**config.mk**
```make
export PLATFORM = sky130hd
export DESIGN_NAME = fixed2float_pipe
export DESIGN_NICKNAME = d
export VERILOG_FILES = /design/src/rtl/fixed2float_pkg.sv /design/src/rtl/fixed2float_lead_one_det.sv /design/src/rtl/fixed2float_pipe.sv
export SDC_FILE = /design/constraint.sdc
export NUM_CORES = 1
export LEC_CHECK = 0
export BUFFER_PORTS_ARGS = -buffer_cell sky130_fd_sc_hd__buf_2
export CAP_MARGIN = 40
export CORE_MARGIN = 10
export CORE_UTILIZATION = 40
export CTS_CLUSTER_SIZE = 8
export DETAILED_ROUTE_END_ITERATION = 8
export GPL_TIMING_DRIVEN = 0
export PLACE_DENSITY_LB_ADDON = 0.3
export SYNTH_ARGS = -nofsm -noshare
export SYNTH_HDL_FRONTEND = slang
export SYNTH_SLANG_ARGS = --single-unit
```
**constraint.sdc**
```tcl
create_clock -name clk -period 7.2 [get_ports clk]
set_clock_uncertainty 0.1 [all_clocks]
set_input_delay 0.36 -clock clk [delete_from_list [all_inputs] [get_ports clk]]
set_output_delay 0.36 -clock clk [all_outputs]
set_load 0.02 [all_outputs]
```
**src/rtl/fixed2float_pkg.sv**
```systemverilog
// ============================================================
// Module : fixed2float_pkg -- shared widths and float layout
// Rev    : 1.0
// ============================================================
`default_nettype none

package fixed2float_pkg;

  localparam int c_fixed_w_def = 43;
  localparam int c_exp_w_def   = 5;
  localparam int c_mant_w_def  = 10;

  typedef struct packed {
    logic                    sign;
    logic [c_exp_w_def-1:0]  exp;
    logic [c_mant_w_def-1:0] mant;
  } float_t;

endpackage

`default_nettype wire

```
**src/rtl/fixed2float_lead_one_det.sv**
```systemverilog
// ============================================================
// Module : lead_one_det -- index of the highest set bit
// Rev    : 1.0
// ============================================================
`default_nettype none

module lead_one_det #(
  parameter int WIDTH = 42,
  parameter int IDX_W = (WIDTH > 1) ? $clog2(WIDTH) : 1
) (
  input  logic [WIDTH-1:0] i_vec,
  output logic [IDX_W-1:0] o_idx,
  output logic             o_found
);

  // Ascending scan: the last hit is the most significant one.
  always_comb begin
    o_idx   = '0;
    o_found = 1'b0;
    for (int i = 0; i < WIDTH; i++) begin
      if (i_vec[i]) begin
        o_idx   = IDX_W'(i);
        o_found = 1'b1;
      end
    end
  end

endmodule

`default_nettype wire

```
**src/rtl/fixed2float_pipe.sv**
```systemverilog
// ============================================================
// Module : fixed2float_pipe -- 3-stage signed fixed to float
// Rev    : 1.0
// ============================================================
`default_nettype none

module fixed2float_pipe
  import fixed2float_pkg::*;
#(
  parameter int FIXED_W   = c_fixed_w_def,
  parameter int EXP_W     = c_exp_w_def,
  parameter int MANT_W    = c_mant_w_def,
  parameter int ROUND_RNE = 1
) (
  input  logic                    clk,
  input  logic                    reset_n,
  input  logic                    in_valid,
  output logic                    in_ready,
  input  logic [FIXED_W-1:0]      fixed_in,
  output logic                    out_valid,
  input  logic                    out_ready,
  output logic [EXP_W+MANT_W:0]   float_out,
  output logic                    ovf,
  output logic                    unf
);

  localparam int c_mag_w  = FIXED_W - 1;
  localparam int c_p_w    = (c_mag_w > 1) ? $clog2(c_mag_w) : 1;
  localparam int c_ew     = ((c_p_w > EXP_W) ? c_p_w : EXP_W) + 2;
  localparam int c_norm_w = c_mag_w + MANT_W + 2;
  localparam logic [c_ew-1:0]  c_exp_max = c_ew'((2 ** EXP_W) - 1);
  localparam logic [c_ew-1:0]  c_mant_w  = c_ew'(MANT_W);
  localparam logic [c_p_w-1:0] c_top_idx = c_p_w'(c_mag_w - 1);

  logic w_enable;
  assign w_enable  = !out_valid || out_ready;
  assign in_ready  = w_enable;

  // ---------------- S1: sign / magnitude ----------------
  logic               r_s1_valid, r_s1_sign, r_s1_maxneg;
  logic [c_mag_w-1:0] r_s1_mag;
  logic [c_mag_w-1:0] w_mag;
  logic               w_maxneg;

  assign w_mag    = fixed_in[FIXED_W-1] ? -fixed_in[c_mag_w-1:0] : fixed_in[c_mag_w-1:0];
  assign w_maxneg = fixed_in[FIXED_W-1] && (fixed_in[c_mag_w-1:0] == '0);

  always_ff @(posedge clk or negedge reset_n) begin
    if (!reset_n) begin
      r_s1_valid  <= 1'b0;
      r_s1_sign   <= 1'b0;
      r_s1_maxneg <= 1'b0;
      r_s1_mag    <= '0;
    end else if (w_enable) begin
      r_s1_valid  <= in_valid;
      r_s1_sign   <= fixed_in[FIXED_W-1];
      r_s1_maxneg <= w_maxneg;
      r_s1_mag    <= w_mag;
    end
  end

  // ---------------- S2: leading one + normalise ----------------
  logic [c_p_w-1:0]    w_p;
  logic                w_found;
  logic [c_ew-1:0]     w_p_ext, w_exp;
  logic [c_norm_w-2:0] w_norm;
  logic                w_small;

  lead_one_det #(
    .WIDTH (c_mag_w),
    .IDX_W (c_p_w)
  ) u_lod (
    .i_vec   (r_s1_mag),
    .o_idx   (w_p),
    .o_found (w_found)
  );

  // Leading one lands just above bit c_norm_w-2 and is dropped by the cast.
  assign w_norm  = (c_norm_w-1)'({r_s1_mag, {(MANT_W+2){1'b0}}} << (c_top_idx - w_p));
  assign w_p_ext = {{(c_ew-c_p_w){1'b0}}, w_p};
  assign w_small = !w_found || (w_p_ext < c_mant_w);
  assign w_exp   = w_p_ext - c_mant_w;

  logic              r_s2_valid, r_s2_sign, r_s2_zero, r_s2_unf, r_s2_maxneg;
  logic              r_s2_round, r_s2_sticky;
  logic [c_ew-1:0]   r_s2_exp;
  logic [MANT_W-1:0] r_s2_mant;

  always_ff @(posedge clk or negedge reset_n) begin
    if (!reset_n) begin
      r_s2_valid  <= 1'b0;
      r_s2_sign   <= 1'b0;
      r_s2_zero   <= 1'b0;
      r_s2_unf    <= 1'b0;
      r_s2_maxneg <= 1'b0;
      r_s2_round  <= 1'b0;
      r_s2_sticky <= 1'b0;
      r_s2_exp    <= '0;
      r_s2_mant   <= '0;
    end else if (w_enable) begin
      r_s2_valid  <= r_s1_valid;
      r_s2_sign   <= r_s1_sign;
      r_s2_zero   <= w_small;
      r_s2_unf    <= w_found && w_small;
      r_s2_maxneg <= r_s1_maxneg;
      r_s2_exp    <= w_small ? '0 : w_exp;
      r_s2_mant   <= w_norm[c_norm_w-2 -: MANT_W];
      r_s2_round  <= w_norm[c_norm_w-2-MANT_W];
      r_s2_sticky <= |w_norm[c_norm_w-3-MANT_W:0];
    end
  end

  // ---------------- S3: round + pack ----------------
  logic              w_inc, w_carry, w_ovf;
  logic [MANT_W-1:0] w_mant_r;
  logic [c_ew-1:0]   w_exp_r;

  assign w_inc               = (ROUND_RNE != 0) && r_s2_round && (r_s2_sticky || r_s2_mant[0]);
  assign {w_carry, w_mant_r} = {1'b0, r_s2_mant} + {{MANT_W{1'b0}}, w_inc};
  assign w_exp_r             = r_s2_exp + {{(c_ew-1){1'b0}}, w_carry};
  assign w_ovf               = r_s2_maxneg || (!r_s2_zero && (w_exp_r > c_exp_max));

  logic                  r_s3_valid, r_ovf, r_unf;
  logic [EXP_W+MANT_W:0] r_float;

  always_ff @(posedge clk or negedge reset_n) begin
    if (!reset_n) begin
      r_s3_valid <= 1'b0;
      r_ovf      <= 1'b0;
      r_unf      <= 1'b0;
      r_float    <= '0;
    end else if (w_enable) begin
      r_s3_valid <= r_s2_valid;
      r_ovf      <= w_ovf;
      r_unf      <= r_s2_unf && !w_ovf;
      if (w_ovf)
        r_float <= {r_s2_sign, {EXP_W{1'b1}}, {MANT_W{1'b1}}};
      else if (r_s2_zero)
        r_float <= {r_s2_sign, {(EXP_W+MANT_W){1'b0}}};
      else
        r_float <= {r_s2_sign, w_exp_r[EXP_W-1:0], w_mant_r};
    end
  end

  assign out_valid = r_s3_valid;
  assign float_out = r_float;
  assign ovf       = r_ovf;
  assign unf       = r_unf;

endmodule

`default_nettype wire

```
# == Word-level counts from Yosys, hierarchy flattened ==
# Cells that the tools add are included.
# Widths: inputs -> output; s select.
# word_totals
ff_bits,89
out_inout_bits,20
in_bits,47
# op_classes
shift,1
n_lt_le_gt_ge,2
muxes,87
addsub,5
reduce_logical,15
# op_table
operator,n
$mux 5,16
$mux 6,10
$shl 54x6->53,1
$mux 1,43
$logic_not 42->1,1
$mux 42,1
$neg 42->42,1
$reduce_or 42->1,1
$mux 4,8
$mux 15,2
$mux 3,4
$add 10x1->11,1
$add 8x1->8,1
$gt 8x5->1 const B,1
$mux 8,1
$sub 6x4->7 const B,1
$lt 6x4->1 const B,1
$sub 6x6->6 const A,1
$logic_and 1x1->1,5
$logic_not 1->1,4
$logic_or 1x1->1,4
$mux 2,2

# == Depth between registers and ports, before layout ==
# depth
ltp_word,45
ltp_mapped,20
depth_no_buf,13

# == Hierarchy ==
# From an unflattened synthesis, not the netlist that was laid out.
# hier_totals
hier_cells,809
hier_area_um2,7173.1
# by_module_without_submodules
module,seq_area_each_um2,n_inst,cells_per_inst,area_per_inst_um2
fixed2float_pipe,2202.1,1,718,6683.9
lead_one_det,0.0,1,91,489.2

# == Worst setup path before layout ==
# Ideal clock, no wire load.
# synth_timing
path_type,register to register
start,register r_s1_mag[26]
end,register r_s2_sticky
setup_slack_ns,2.730
n_path_buf,6
t_arrival_ns,4.228
stages_incl_launch_ff,20
cell_sequence,dfrtp_1 > clkbuf_1 > or4_1 > o311ai_0 > a31oi_1 > a21o_1 > clkbuf_1 > inv_2 > buf_2 > buf_2 > buf_2 > ha_1 > inv_1 > clkbuf_1 > mux4_2 > mux2i_1 > o2111a_1 > a22oi_1 > o41ai_1 > a32oi_1
# synth_via
elab_chain_cells,19
# synth_rtl
element,line,source
"start, declared",fixed2float_pipe.sv:41,logic [c_mag_w-1:0] r_s1_mag;
"start signal, assigned",fixed2float_pipe.sv:58,r_s1_mag <= w_mag;
$mux 5 (6 in series),fixed2float_lead_one_det.sv:21,if (i_vec[i]) begin
$mux 6 (10 in series),fixed2float_lead_one_det.sv:21,
$sub 6x6->6,fixed2float_pipe.sv:79,"assign w_norm = (c_norm_w-1)'({r_s1_mag, {(MANT_W+2){1'b0}}} << (c_top_idx - w_p));"
$shl 54x6->53 (*),fixed2float_pipe.sv:79,
$reduce_or 42->1 (*),fixed2float_pipe.sv:109,r_s2_sticky <= |w_norm[c_norm_w-3-MANT_W:0];
"end signal, assigned",fixed2float_pipe.sv:109,
"end, declared",fixed2float_pipe.sv:85,"logic r_s2_round, r_s2_sticky;"
# Mark *: on every way between the ends. The rest lies on a longest branch, timed or not.
# A chain may end at the register's enable or synchronous reset.

# == Worst setup path in the final report ==
# layout_timing
start,register r_s1_mag[40]
end,register r_s2_mant[6]
# layout_via
elab_chain_cells,4
# layout_rtl
element,line,source
$mux 6 (2 in series),fixed2float_lead_one_det.sv:21,
$sub 6x6->6,fixed2float_pipe.sv:79,
$shl 54x6->53 (*),fixed2float_pipe.sv:79,
"end signal, assigned",fixed2float_pipe.sv:107,r_s2_mant <= w_norm[c_norm_w-2 -: MANT_W];
"end, declared",fixed2float_pipe.sv:87,logic [MANT_W-1:0] r_s2_mant;
# Marked as above.

==> reports/qor.yml <==
cts_tree: "done"
worst-path-max-fanout: 11
worstMarginPinSlew_ns: 0.827
core_area_um2: 18800
ys_types: 75
syn_area_per_cell_um2: 8.07
ys_warn_count: 0
htree_levels: 3
die_area_um2: 25200
layout_common_cells: "140 x nand2_1, 105 x o21ai_0, 88 x dfrtp_1"
worstPathArrival_ns: 6.32
cts_num_sinks: 88
end_kind: "flip-flop"
synth_nets: 1010
finalHoldViolCount: 0
drt-total-wl_um: 26500
ant_nets: 0
fin_nets: 1089
cap_violations: 0
rsz0062_at_grt: "false"
clock_latency_ns: 0.36
hp-class: "in -> reg"
start_util_pct: 41.0
synth_edf_count: 0
cts.clk_slew.worst_paths_ns: 0.08
port-buffer-count: 65
grt_use_total_pct: 20.1
worstRegToRegCells: 18
power_density_nw_per_um2: 473
syn-instance-count: 956
finalSetupViolCount: 0
whs_ns: 0.102
diodes: 0
setup-tns-final_ns: 0
cp.required_ns: 7.38
rows: 50
dieHeight_um: 159
layout-drive-gt1-share_pct: 13.5
grt_max_degree: 51
gp_congestion: 0.972
dp_hpwl_um: 20600
grt_pass1_vias: 7676
finalMaxSlewViolations: 0
dr.pass1.iters: 5
synthesis.area_um2: 7710
grt_pass1_wl_um: 41900
synth_ff_type: "dfrtp_1"
min_period_over_period_pct: 85.3
holdPathStages: 3
async_flop_share_pct: 100
numCtsBuffers: 9
root_buffer: "clkbuf_16"
place_ws_ns: 1.21
grt_overflow: 0
final_common_cell: "nand2_1"
wl_per_cell_um: 20.4
io_pins: 67
maxSlewHeadroom_pct: 44.7
period_needed_ns: 6.14
status: "completed"
cts_resized: 0
ys_seq_area_share_pct: 28.6
die_w_um: 159
vias: 7980
areaGrowthSynthToFinish_pct: 12.9
fin_ws_ns: 1.06
ys_ff_latch: 88
antenna_found_initial: 0
drtIter0Drc: 845
cp-start-kind: "flip-flop"
path_class: "reg -> reg"
clockBufferDepth: 2
vias_per_cell: 6.14
leakagePower_nw: 3.43
max_freq_mhz: 163
drc_errors: 0
peakVddDrop_uv: 218
critical path: stages, from the launching register on:
cell      delay, ns
dfrtp_1        0.47
nor2_1         0.47
o311ai_0       0.33
a211oi_1       0.32
a21o_1         0.16
clkbuf_1       0.32
inv_2          0.23
buf_2          0.25
buf_2          0.24
buf_2          0.24
ha_1           0.28
xnor2_1        0.65
clkbuf_1       0.64
o221ai_1       0.30
o31a_1         0.19
o21bai_1       0.34
mux2i_1        0.13
o221ai_1       0.22
o21a_1         0.16
final cells by class:
type,count,area [um2]
Buffer,86,374
Clock buffer,9,225
Clock inverter,7,73.8
Fill cell,1878,10100
Inverter,18,67.6
Multi-Input combinational cell,764,5070
Sequential cell,88,2200
Tap cell,260,325
Timing Repair Buffer,68,370
worst paths after layout:
kind | start | to | slack, ns
setup / recovery | r_s1_mag[40]$_DFFE_PN0P_ | r_s2_mant[6]$_DFFE_PN0P_ | 1.06
hold / removal | in_valid | r_s1_valid$_DFFE_PN0P_ | 0.10
setup reg to reg | r_s1_mag[40]$_DFFE_PN0P_ | r_s2_mant[6]$_DFFE_PN0P_ | 1.06
hold reg to reg | float_out[15]$_DFFE_PN0P_ | float_out[15]$_DFFE_PN0P_ | 0.37
max in group asynchronous | reset_n | float_out[4]$_DFFE_PN0P_ | 5.95
min in group asynchronous | reset_n | r_s1_mag[0]$_DFFE_PN0P_ | 0.43
registers in the layout (all words and copies together) (netlist names):
register     flops
r_s2_maxneg      1
r_s2_sticky      1
float_out       16
r_s2_exp         7
r_s2_round       1
r_s2_unf         1
r_s1_valid       1
r_s2_mant       10
unf              1
r_s1_mag        42
r_s1_maxneg      1
r_s1_sign        1
ovf              1
r_s2_sign        1
out_valid        1
r_s2_valid       1
r_s2_zero        1
power breakdown:
part           total [W]  leakage [nW]  switching, W  internal, W
logic            0.00281          2.24       0.00177      0.00104
registers       0.000826          1.06      0.000156     0.000671
clock network   0.000487         0.140      0.000241     0.000245
layer usage:
layer	share of wire, %	global-route usage, %	up-vias
li1	-	-	3740
met1	45	26.8	3768
met2	45	31.6	399
met3	7.1	3.43	73
met4	3.5	7.88	0
met5	0	0	-
Yosys cell counts (5+ instances only):
cell	number	area [um2]
nand2_1	140	526
o21ai_0	105	526
dfrtp_1	88	2200
clkbuf_1	67	251
nor2_1	53	199
xor2_1	46	403
nand3_1	30	150
a21oi_1	28	140
mux2i_1	24	240
mux4_2	20	450
a31oi_1	19	119
nor3_1	19	95.1
nand4_1	17	106
o22a_1	17	149
a211oi_1	16	120
inv_1	16	60.1
o31ai_1	15	113
o211ai_1	14	105
or4_1	13	97.6
and3_1	11	68.8
nor2b_1	10	62.6
nor4_1	10	62.6
or3_1	10	62.6
buf_2	9	45.0
o21a_1	9	67.6
o41ai_1	9	78.8
nand2b_1	8	50.1
ha_1	7	87.6
o22ai_1	7	43.8
o311ai_0	7	61.3
xnor2_1	7	61.3
a22oi_1	6	45.0
and2_1	6	37.5
o221ai_1	6	52.6
or3_4	6	67.6
a21o_1	5	37.5
per-stage QoR:
stage                     power (W)  area [um2]  cells  util (%)
final                       0.00412        8710   1300      46.2
after global routing        0.00437        8710   1300      46.2
after CTS                   0.00405        8710   1300      46.2
after detailed placement    0.00356        8400   1283      44.6
after global placement      0.00355        8360   1281      44.4
after floorplan             0.00274        7710    956         -
logic make-up after synthesis:
group / count (synthesis) / share of synthesized area [%]
flops: 88 / 28.6
compound gates: 309 / 27.0
buf+inv: 104 / 5.73
fa+ha+maj: 7 / 1.14
mux: 46 / 9.25
xor+xnor: 53 / 6.02
simple gates: 349 / 22.3
timing repair:
action / 4_1_cts / 5_1_grt
hold endpoints to repair: 38 / 0
setup buffers: 0 / 0
hold buffers: 1 / 0
Power figures use the tool's default switching activity.
